--- src/rtl/fib_seq_ctrl_pkg.sv ---
// rtl/fib_seq_ctrl_pkg.sv - shared FSM state encoding and default parameters for fib_seq_ctrl
package fib_seq_ctrl_pkg;

  localparam int DEF_DATA_WIDTH  = 15;
  localparam int DEF_SYNC_STAGES = 2;
  localparam int DEF_RST_CYCLES  = 4;

  typedef enum logic [2:0] {
    ST_IDLE,
    ST_PRST,
    ST_ARM,
    ST_WAIT,
    ST_HOLD,
    ST_ACK,
    ST_DONE
  } state_e;

endpackage

--- src/rtl/click_req_sync.sv ---
// rtl/click_req_sync.sv - multi-flop synchronizer for the pipeline's 2-phase request
module click_req_sync #(
  parameter int SYNC_STAGES = 2
) (
  input  logic i_clk,
  input  logic i_rst_n,
  input  logic i_req,
  output logic o_req
);

  logic [SYNC_STAGES-1:0] sync_q;

  // Shift the raw request through the chain; only the last stage is trusted downstream
  always_ff @(posedge i_clk or negedge i_rst_n) begin
    if (!i_rst_n) begin
      sync_q <= '0;
    end else begin
      sync_q <= {sync_q[SYNC_STAGES-2:0], i_req};
    end
  end

  assign o_req = sync_q[SYNC_STAGES-1];

endmodule

--- src/rtl/fib_seq_ctrl.sv ---
// rtl/fib_seq_ctrl.sv - click-pipeline run controller with term stream; FIB_SEQ_CTRL_OVF_EN adds wrap detection
module fib_seq_ctrl
  import fib_seq_ctrl_pkg::*;
#(
  parameter int DATA_WIDTH  = DEF_DATA_WIDTH,
  parameter int SYNC_STAGES = DEF_SYNC_STAGES,
  parameter int RST_CYCLES  = DEF_RST_CYCLES
) (
  input  logic                i_clk,
  input  logic                i_rst_n,
  input  logic                i_start,
  input  logic [7:0]          i_num_terms,
  output logic                o_fib_rst,
  output logic                o_go,
  input  logic                i_fib_req,
  input  logic [DATA_WIDTH:0] i_fib_data,
  output logic                o_fib_ack,
  output logic                o_term_valid,
  input  logic                i_term_ready,
  output logic [DATA_WIDTH:0] o_term_data,
  output logic [7:0]          o_term_idx,
  output logic                o_busy,
  output logic                o_done,
  output logic                o_overflow
);

  localparam int RCW = (RST_CYCLES > 1) ? $clog2(RST_CYCLES) : 1;
  localparam logic [RCW-1:0] RST_LAST = RCW'(RST_CYCLES - 1);

  state_e              state_q;
  logic                fib_rst_q, go_q, ack_q, valid_q, done_q;
  logic [DATA_WIDTH:0] data_q;
  logic [7:0]          idx_q, count_q, n_q;
  logic [RCW-1:0]      rst_cnt_q;
  logic                req_sync;
  logic                stop;

  click_req_sync #(
    .SYNC_STAGES (SYNC_STAGES)
  ) u_req_sync (
    .i_clk   (i_clk),
    .i_rst_n (i_rst_n),
    .i_req   (i_fib_req),
    .o_req   (req_sync)
  );

  // Run sequencer: pipeline reset, arm, then one handshake + stream transfer per term
  always_ff @(posedge i_clk or negedge i_rst_n) begin
    if (!i_rst_n) begin
      state_q   <= ST_IDLE;
      fib_rst_q <= 1'b1;
      go_q      <= 1'b0;
      ack_q     <= 1'b0;
      valid_q   <= 1'b0;
      data_q    <= '0;
      idx_q     <= '0;
      done_q    <= 1'b0;
      count_q   <= '0;
      n_q       <= '0;
      rst_cnt_q <= '0;
    end else begin
      done_q <= 1'b0;
      case (state_q)
        ST_IDLE: begin
          fib_rst_q <= 1'b1;
          go_q      <= 1'b0;
          if (i_start) begin
            n_q       <= i_num_terms;
            count_q   <= '0;
            rst_cnt_q <= '0;
            state_q   <= (i_num_terms == 8'd0) ? ST_DONE : ST_PRST;
          end
        end
        ST_PRST: begin
          // The pipeline restarts its own phase at 0, so ours must match
          ack_q <= 1'b0;
          if (rst_cnt_q == RST_LAST) begin
            fib_rst_q <= 1'b0;
            go_q      <= 1'b1;
            state_q   <= ST_ARM;
          end else begin
            rst_cnt_q <= rst_cnt_q + RCW'(1);
          end
        end
        ST_ARM: state_q <= ST_WAIT;
        ST_WAIT: begin
          if (req_sync != ack_q) begin
            data_q  <= i_fib_data;
            idx_q   <= count_q;
            valid_q <= 1'b1;
            state_q <= ST_HOLD;
          end
        end
        ST_HOLD: begin
          if (i_term_ready) begin
            valid_q <= 1'b0;
            count_q <= count_q + 8'd1;
            state_q <= ST_ACK;
          end
        end
        ST_ACK: begin
          ack_q <= ~ack_q;
          if ((count_q == n_q) || stop) begin
            go_q    <= 1'b0;
            state_q <= ST_DONE;
          end else begin
            state_q <= ST_WAIT;
          end
        end
        ST_DONE: begin
          done_q    <= 1'b1;
          fib_rst_q <= 1'b1;
          state_q   <= ST_IDLE;
        end
        default: state_q <= ST_IDLE;
      endcase
    end
  end

`ifdef FIB_SEQ_CTRL_OVF_EN
  logic [DATA_WIDTH:0] prev_q;
  logic                ovf_q;

  // A term smaller than its predecessor means the pipeline adder wrapped; stop after it
  always_ff @(posedge i_clk or negedge i_rst_n) begin
    if (!i_rst_n) begin
      prev_q <= '0;
      ovf_q  <= 1'b0;
    end else if ((state_q == ST_IDLE) && i_start) begin
      prev_q <= '0;
      ovf_q  <= 1'b0;
    end else if (state_q == ST_HOLD) begin
      if (data_q < prev_q) begin
        ovf_q <= 1'b1;
      end
      if (i_term_ready) begin
        prev_q <= data_q;
      end
    end
  end

  assign stop       = ovf_q;
  assign o_overflow = ovf_q;
`else
  assign stop       = 1'b0;
  assign o_overflow = 1'b0;
`endif

  assign o_fib_rst    = fib_rst_q;
  assign o_go         = go_q;
  assign o_fib_ack    = ack_q;
  assign o_term_valid = valid_q;
  assign o_term_data  = data_q;
  assign o_term_idx   = idx_q;
  assign o_done       = done_q;
  assign o_busy       = (state_q != ST_IDLE);

endmodule

--- config.mk ---
export PLATFORM = sky130hd
export DESIGN_NAME = fib_seq_ctrl
export DESIGN_NICKNAME = d
export VERILOG_FILES = /design/src/rtl/fib_seq_ctrl_pkg.sv /design/src/rtl/click_req_sync.sv /design/src/rtl/fib_seq_ctrl.sv
export SDC_FILE = /design/constraint.sdc
export NUM_CORES = 1
export LEC_CHECK = 0
export ABC_CLOCK_PERIOD_IN_PS = 4900
export CAP_MARGIN = 20
export CORE_UTILIZATION = 29
export DETAILED_ROUTE_END_ITERATION = 8
export DONT_BUFFER_PORTS = 1
export PLACE_DENSITY = 0.48
export SETUP_SLACK_MARGIN = 0.02
export SLEW_MARGIN = 10
export SYNTH_ARGS = -nofsm -noshare
export SYNTH_HDL_FRONTEND = slang
export SYNTH_HIERARCHICAL = 1
export SYNTH_SLANG_ARGS = --single-unit
--- constraint.sdc ---
create_clock -name i_clk -period 4.9 [get_ports i_clk]
set_input_delay 0.98 -clock i_clk [delete_from_list [all_inputs] [get_ports i_clk]]
set_output_delay 0.98 -clock i_clk [all_outputs]
set_load 0.01 [all_outputs]
==> results of run 1 <==
[final cells by class]
| type | instances | area [µm²] | area share |
|---|---|---|---|
| sequential | 52 | 1300 | 0.507 |
| clock inverter | 3 | 46.3 | 0.0180 |
| tap | 102 | 128 | 0.0496 |
| multi-input combinational | 130 | 1010 | 0.393 |
| inverter | 4 | 15.0 | 0.00584 |
| clock buffer | 5 | 68.8 | 0.0268 |
[registers in the layout, indices dropped and copies added (netlist names)]
signal             count
o_fib_rst              1
n_q                    8
o_fib_ack              1
o_go                   1
o_done                 1
o_term_valid           1
rst_cnt_q              2
count_q                8
o_term_data           16
state_q                3
o_term_idx             8
u_req_sync/sync_q      2
[synthesized netlist by cell type, types with 3 or more instances]
| library cell | count | share of area |
|---|---|---|
| nor2_1 | 12 | 0.019 |
| mux2_2 | 33 | 0.16 |
| xor2_1 | 4 | 0.015 |
| nand2_1 | 12 | 0.019 |
| nand4_1 | 5 | 0.013 |
| buf_2 | 4 | 0.0084 |
| buf_4 | 4 | 0.013 |
| inv_1 | 4 | 0.0063 |
| a21oi_1 | 8 | 0.017 |
| mux2i_1 | 3 | 0.013 |
| nor3_1 | 3 | 0.0063 |
| dfrtp_1 | 51 | 0.53 |
| o21ai_0 | 9 | 0.019 |
| xnor2_1 | 8 | 0.029 |
[worst paths after layout]
path                            depth (start not counted)                   end  slack [ns]
min in group i_clk                                      0  u_req_sync/sync_q[1]        0.36
worst max-delay path                                    2                o_busy        2.50
worst min-delay path                                    0            state_q[2]        0.35
worst max register to register                          3       o_term_data[10]        2.79
max in group asynchronous                               0             o_fib_rst        4.38
worst min register to register                          0  u_req_sync/sync_q[1]        0.36
[worst max-delay path: cells and delay by family, from the launching register on]
kind                   cells  cell delay [ns]
buffers and inverters      1             0.13
flip-flops                 1             0.60
AND/OR/NAND/NOR            1             0.38
[power breakdown]
part | internal (W) | switching (W) | total [W] | leakage [nW]
Sequential | 0.000575 | 0.000198 | 0.000773 | 0.654
Clock | 0.000154 | 0.000151 | 0.000306 | 0.0548
Combinational | 0.000239 | 0.000192 | 0.000432 | 0.373
Total | 0.000968 | 0.000542 | 0.00151 | 1.08
[metal layers]
metal	part of all wire	routed length, µm
met1	0.46	2210
met2	0.44	2130
met3	0.074	355
met4	0.019	92
met5	0	0
[kinds of logic (layout without fill, tap and decap cells)]
family                   Yosys count  after routing  share of synthesized area
flip-flops                        52             52                      0.546
AND/OR/NAND/NOR                   49             49                      0.114
multiplexers                      37             37                      0.175
AO/OA/AOI/OAI                     28             28                     0.0724
buffers and inverters             14             12                     0.0304
XOR/XNOR                          13             13                     0.0509
adder cells (fa/ha/maj)            2              2                     0.0105
other                              1              1                    0.00157
[per-stage QoR]
step / std cells / setup WS [ns] / cell area, µm² / utilization
4_1_cts: 296 / 2.46 / 2570 / 0.328
5_1_grt: 296 / 2.39 / 2570 / 0.328
3_5_place_dp: 288 / 2.62 / 2460 / 0.313
2_1_floorplan: 196 / 2.77 / 2390 / -
3_3_place_gp: 288 / 2.65 / 2460 / 0.313
6_report: 296 / 2.50 / 2570 / 0.328
==> impl_metrics.toml, run 1 <==
[yosys]
synthesis.nets = 227
avgSynthCellArea_um2 = 12.2
synth_seq_cells = 52
syn_area_um2 = 2390
ys_warn_count = 6
syn_inst = 196
ys_types = 43
ys_seq_area_frac = 0.546
synth-edff-count = 0
synthArstFlopShare = 1.00
synth_flop_cell = "dfrtp_1"

[sta]
finalHoldViolCount = 0
period_minus_slack_ns = 2.40
slew_violations = 0
fmax_mhz = 417
setup_viol = 0
timing.slew.headroom = 0.544
fin_crit_sh = 0.490
tightestPinTransition_ns = 0.683
rsz0062_at_grt = "no"
holdWs_ns = 0.351
fin_tns_setup_ns = 0
worst_clock_skew_ns = 0.00849

[power]
power_w = 0.00151
p_leak_nw = 1.08
ir_worst_vdd_mv = 0.205
power_density_nw_per_um2 = 587

[setup_path]
required_ns = 3.92
cpPeakStageDelay_ns = 0.60
critPathSlowestCell = "dfrtp_1"
regToRegStartpoint = "state_q[2]"
arrival_ns = 1.42
crit_path_max_fanout = 16
cp-start-kind = "register"
endpoint_kind = "primary output"
cp_cell_sequence = "nor3_1, inv_1"
path_class = "reg2out"
crit_path_start = "state_q[1]"

[floorplan]
pin_count = 60
die_height_um = 92.7
chipWidth_um = 92.7
start_util = 0.304
std_cell_rows = 32
die_area_um2 = 8590
fp.coreArea_um2 = 7850

[clocking]
clock_path_buffers = 2
clk_latency_ns = 0.31
cts_root_buf = "clkbuf_8"
cts.sinks = 52
post_cts_resized = 0
cts_tree = "yes"
cts_setup_buffers = 0
clkTransAtPathRegs_ns = 0.10
htree_levels = 2
postCtsHoldBufs = 0
cts_inserted_buffers = 5

[layout]
final_cell_mix = "dfrtp_1, mux2_2, nor2_1, nand2_1, o21ai_0"
drive_gt1_frac = 0.247
final_common_cell = "dfrtp_1"
nets = 224
num-fill-cells = 813
diodes = 0
syn2layout_area_growth_pct = 7.76

[worst_hold_path]
hold_class = "in2async"

[job]
cap_violations = 0

[global_routing]
grtUsageMet1 = 0.160
grt_pass1_wl_um = 7690
grt_pass1_vias = 1488
gr-max-usage-layer = "met2"
grt_max_degree = 53
grtUsageMet2 = 0.173
grt_use_met3 = 0.0394
grt.overflow.total = 0
grt_usage = 0.118
antenna_found_initial = 0

[route]
firstDrtPassIters = 4
vias_per_cell = 4.94
vias = 1461
drt-initial-drc-count = 50
drt-total-wl_um = 4780
drc = 0
wl_per_cell_um = 16.2
detail-route-antenna-nets = 0

[placement]
dpl.hpwl_um = 3260
gp_congestion = 0.731
port_buffers = 0

[outcome]
status = "finished clean"
No activity file was read; power rests on OpenSTA's default activity.
==> run 2, diff against run 1 <==
--- a/config.mk
+++ b/config.mk
@@ -5,12 +5,12 @@
 export SDC_FILE = /design/constraint.sdc
 export NUM_CORES = 1
 export LEC_CHECK = 0
-export ABC_CLOCK_PERIOD_IN_PS = 4900
+export ABC_CLOCK_PERIOD_IN_PS = 2050
 export CAP_MARGIN = 20
 export CORE_UTILIZATION = 29
 export DETAILED_ROUTE_END_ITERATION = 8
 export DONT_BUFFER_PORTS = 1
-export PLACE_DENSITY = 0.48
+export PLACE_DENSITY = 0.49
 export SETUP_SLACK_MARGIN = 0.02
 export SLEW_MARGIN = 10
 export SYNTH_ARGS = -nofsm -noshare
==> constraint.sdc (replaced) <==
create_clock -name i_clk -period 2.05 [get_ports i_clk]
set_input_delay 0.41 -clock i_clk [delete_from_list [all_inputs] [get_ports i_clk]]
set_output_delay 0.41 -clock i_clk [all_outputs]
set_load 0.01 [all_outputs]
==> run 2 against run 1 <==
Compared with the run above: global-route usage up 0.37 points; first-iteration DRC count grew 92%; worst hold slack got worse by 0.22 ns; critical endpoint unchanged; clock skew grew 0.0025 ns; routed wire length grew 2.8%.
==> impl_metrics.toml, run 2 (synthesized netlist as in run 1, its figures left out) <==
[floorplan]
start_util = 0.304
pin_count = 60
die_area_um2 = 8590
fp.coreArea_um2 = 7850
std_cell_rows = 32
chipWidth_um = 92.7
die_height_um = 92.7

[layout]
largest_reg_flops = 16
drive_gt1_frac = 0.269
multiInputGateArea_um2 = 1010
syn2layout_area_growth_pct = 11.4
final_cell_mix = "dfrtp_1, mux2_2, nor2_1, nand2_1, o21ai_0"
seq_area_um2 = 1300
nets = 231
fin_util = 0.339
diodes = 0
num-fill-cells = 810
final_common_cell = "dfrtp_1"

[worst_hold_path]
holdCritStartpoint = "i_fib_req"
hold_class = "in2reg"
min_to = "u_req_sync/sync_q[0]"
min_path_cells = 0

[clocking]
cts_tree = "yes"
cts_root_buf = "clkbuf_8"
clock_path_buffers = 2
cts.sinks = 52
htree_levels = 2
cts_inserted_buffers = 5
clk_latency_ns = 0.30
post_cts_resized = 0
clkTransAtPathRegs_ns = 0.10

[route]
detail-route-antenna-nets = 0
vias = 1491
drt-initial-drc-count = 96
wl_per_cell_um = 16.2
drc = 0
drt-total-wl_um = 4920
firstDrtPassIters = 4
vias_per_cell = 4.92

[global_routing]
grt_pass1_wl_um = 8030
grt.overflow.total = 0
grt_pass1_vias = 1581
antenna_found_initial = 0
grt_max_degree = 53
grt_usage = 0.122

[setup_path]
crit_path_max_fanout = 9
critPathSlowestCell = "dfrtp_1"
path_class = "reg2out"
cpPeakStageDelay_ns = 0.54
r2r_end = "n_q[6]"
cp_cell_sequence = "nor3_1, buf_4, inv_1"
rrSetupSlack_ns = 0.33
endpoint_kind = "primary output"
arrival_ns = 1.35
rr_worst_depth = 3
required_ns = 1.64
cp-start-kind = "register"
regToRegStartpoint = "state_q[1]"

[sta]
setup_viol = 0
setup_slack_ns = 0.286
fin_crit_sh = 0.861
fin_tns_setup_ns = 0
finalHoldViolCount = 0
fmax_mhz = 567
slew_violations = 0
worst_clock_skew_ns = 0.0110
period_minus_slack_ns = 1.76
rsz0062_at_grt = "no"

[placement]
dpl_worst_slack_ns = 0.379
dpl.hpwl_um = 3410
port_buffers = 0
gp_congestion = 0.763

[outcome]
status = "finished clean"

[job]
cap_violations = 0

[power]
p_leak_nw = 1.13
ir_worst_vdd_mv = 0.421
power_density_nw_per_um2 = 1420
-- run 2: cell types whose count changed in the layout (fill, tap and decap cells not counted) --
cell,change
buf_4,+5
dlygate4sd3_1,+1
clkbuf_8,+2
inv_6,-1
clkinvlp_4,-1
buf_16,+1
-- run 2: worst max path at each step --
stage | to | from | depth (start not counted)
final | o_busy | state_q[1] | 3
after global routing | o_busy | state_q[1] | 3
after CTS | o_busy | state_q[1] | 3
after detailed placement | state_q[0] | i_num_terms[5] | 4
after global placement | n_q[1] | state_q[1] | 3
after floorplan | n_q[2] | state_q[1] | 5
-- run 2: worst max-delay path, delay by kind of cell, from the launching register on --
kind | cells | cell delay, ns
DFF | 1 | 0.54
and+or+nand+nor | 1 | 0.30
buffers and inverters | 2 | 0.22
-- run 2: report_power, final --
| part | total [W] | switching [W] | leakage (nW) | internal, W |
|---|---|---|---|---|
| Clock | 0.000763 | 0.000332 | 0.0645 | 0.000431 |
| Sequential | 0.00177 | 0.000398 | 0.654 | 0.00138 |
| Combinational | 0.00123 | 0.000593 | 0.414 | 0.000634 |
-- run 2: final cells by class --
type	instances	area share
Inverter	4	0.00565
Clock inverter	1	0.0113
Sequential cell	52	0.490
Clock buffer	7	0.0363
Timing Repair Buffer	7	0.0282
Multi-Input combinational cell	130	0.380
Tap cell	102	0.0480
-- run 2: metal layers --
layer  vias to the layer above  track usage  share of wire
met5                         -            0              0
met4                         0       0.0333          0.010
met3                         5       0.0386          0.065
met2                        51        0.198           0.46
met1                       734        0.157           0.46
li1                        701            -              -
-- run 2: what timing repair did --
item	CTS	global route
buffers inserted	0	0
hold buffers	2	0
hold endpoints to repair	52	0
-- run 2: stage by stage --
| stage | cell area (µm²) | hold slack (ns) | total power (W) | instances |
|---|---|---|---|---|
| final | 2660 | 0.130 | 0.00376 | 303 |
| after global routing | 2660 | 0.103 | 0.00402 | 303 |
| after CTS | 2660 | 0.110 | 0.00382 | 303 |
| after detailed placement | 2490 | 0.116 | 0.00301 | 293 |
| after global placement | 2490 | 0.116 | 0.00298 | 293 |
| after floorplan | 2390 | 0.114 | 0.00271 | 196 |
==> run 3, diff against run 2 <==
--- a/config.mk
+++ b/config.mk
@@ -9,8 +9,7 @@
 export CAP_MARGIN = 20
 export CORE_UTILIZATION = 29
 export DETAILED_ROUTE_END_ITERATION = 8
-export DONT_BUFFER_PORTS = 1
-export PLACE_DENSITY = 0.49
+export PLACE_DENSITY = 0.59
 export SETUP_SLACK_MARGIN = 0.02
 export SLEW_MARGIN = 10
 export SYNTH_ARGS = -nofsm -noshare
==> run 3 against run 2 <==
Compared with the run above: sequential share of layout area down 8.4 points; register-to-register slack lost 0.02 ns; clock power down 19%; total power rose by 8.2%; first-iteration DRC count down 27%; flip-flop and latch count is the same; routed wire length grew 2.2%; worst hold slack got worse by 0.092 ns; largest power group is now combinational cells.
==> impl_metrics.toml, run 3 (synthesized netlist as in run 1, its figures left out) <==
[floorplan]
std_cell_rows = 32
die_height_um = 92.7
die_area_um2 = 8590
pin_count = 60
chipWidth_um = 92.7
fp.coreArea_um2 = 7850
start_util = 0.304

[power]
p_comb_frac = 0.449
power_w = 0.00407
p_leak_nw = 1.34
clockPowerShare = 0.153
seq_power_share = 0.399
power_density_nw_per_um2 = 1270
p_int_w = 0.00265
ir_worst_vdd_mv = 0.471
p_sw_w = 0.00142
swShare = 0.349

[layout]
final_cells = 363
seq_area_um2 = 1300
syn2layout_area_growth_pct = 34.3
fin_util = 0.408
final_common_cell = "clkdlybuf4s50_1"
num-fill-cells = 794
nets = 291
diodes = 0
largest_reg_flops = 16
final_cell_mix = "clkdlybuf4s50_1, dfrtp_1, mux2_2, nor2_1, nand2_1"
drive_gt1_frac = 0.226
multiInputGateArea_um2 = 1020

[global_routing]
grt_pass1_wl_um = 8670
grt_max_degree = 25
grt_usage = 0.129
gr-max-usage-layer = "met2"
grt.overflow.total = 0
grtUsageMet1 = 0.166
grt_pass1_vias = 1819
grtUsageMet2 = 0.212
antenna_found_initial = 0
grt_use_met3 = 0.0394

[sta]
fin_crit_sh = 0.918
fmax_mhz = 531
slew_violations = 0
worst_clock_skew_ns = 0.0133
setup_viol = 0
period_minus_slack_ns = 1.88
finalHoldViolCount = 0
setup_slack_ns = 0.167
rsz0062_at_grt = "no"

[clocking]
clkTransAtPathRegs_ns = 0.11
cts_root_buf = "clkbuf_8"
htree_levels = 2
cts_setup_buffers = 0
cts.sinks = 52
cts_tree = "yes"
clk_latency_ns = 0.31
cts_inserted_buffers = 5
clock_path_buffers = 2

[route]
vias = 1697
detail-route-antenna-nets = 0
wl_per_cell_um = 13.8
firstDrtPassIters = 4
drt-initial-drc-count = 70
drc = 0
drt-total-wl_um = 5030
vias_per_cell = 4.67

[setup_path]
regToRegStartpoint = "state_q[0]"
rrSetupSlack_ns = 0.31
path_class = "reg2out"
endpoint_kind = "primary output"
cp-start-kind = "register"
arrival_ns = 1.47
crit_path_max_fanout = 3
required_ns = 1.64
rr_worst_depth = 5
r2r_end = "o_term_data[0]"

[placement]
dp_cells = 355
dpl.hpwl_um = 3640
port_buffers = 58
dpl_worst_slack_ns = -0.0721
gp_congestion = 0.822

[job]
cap_violations = 0

[worst_hold_path]
hold_class = "in2async"

[outcome]
status = "finished clean"
[run 3: changes by cell type in the layout (fill, tap and decap cells not counted), sizes merged]
cell,previous run,this run
clkdlybuf4s50,0,57
clkbuf,7,5
inv,4,6
buf,6,10
dlygate4sd3,1,0
bufinv,1,0
clkinvlp,0,1
[run 3: how the worst max path moves through the flow]
stage	startpoint	end	slack, ns	cells past startpoint
floorplan	state_q[1]	n_q[2]	0.47	5
global placement	i_num_terms[5]	state_q[0]	-0.04	5
detailed placement	i_num_terms[5]	state_q[0]	-0.07	5
CTS	state_q[0]	o_busy	0.08	3
global route	state_q[0]	o_busy	0.04	3
finish	state_q[0]	o_busy	0.17	3
[run 3: area by class of cell]
class / count / share of cell area
inverters: 4 / 0.00469
multi-input cells: 130 / 0.319
clock buffers: 5 / 0.0215
clock inverters: 3 / 0.00781
repair buffers: 67 / 0.201
flip-flops and latches: 52 / 0.406
well taps: 102 / 0.0398
[run 3: power groups by stage]
stage,registers [W],clock network [W],logic (W)
6_report,0.00162,0.000621,0.00183
5_1_grt,0.00167,0.000696,0.00201
4_1_cts,0.00161,0.000654,0.00184
3_5_place_dp,0.00163,0,0.00183
3_3_place_gp,0.00162,0,0.00182
2_1_floorplan,0.00169,0,0.00102
[run 3: layer usage]
metal  vias to the layer above  share of wire
li1                        818              -
met1                       834           0.47
met2                        40           0.47
met3                         5          0.053
met4                         0         0.0080
met5                         -              0
[run 3: timing repair]
action / 4_1_cts / 5_1_grt
setup endpoints to repair: 0 / 1
resized for setup: 0 / 2
hold buffers: 0 / 0
[run 3: stage by stage]
step	hold slack, ns	TNS [ns]	cell area (µm²)
after floorplan	0.114	0	2390
final	0.0376	0	3200
after CTS	0.0514	0	3190
after global placement	0.335	-0.0375	3100
after detailed placement	0.335	-0.0721	3100
after global routing	0.0578	0	3200
[run 3: worst max-delay path, cell delays in order, from the launching register on]
cell             delay (ns)
dfrtp_1                0.45
nor3_4                 0.20
inv_1                  0.05
clkdlybuf4s50_1        0.47
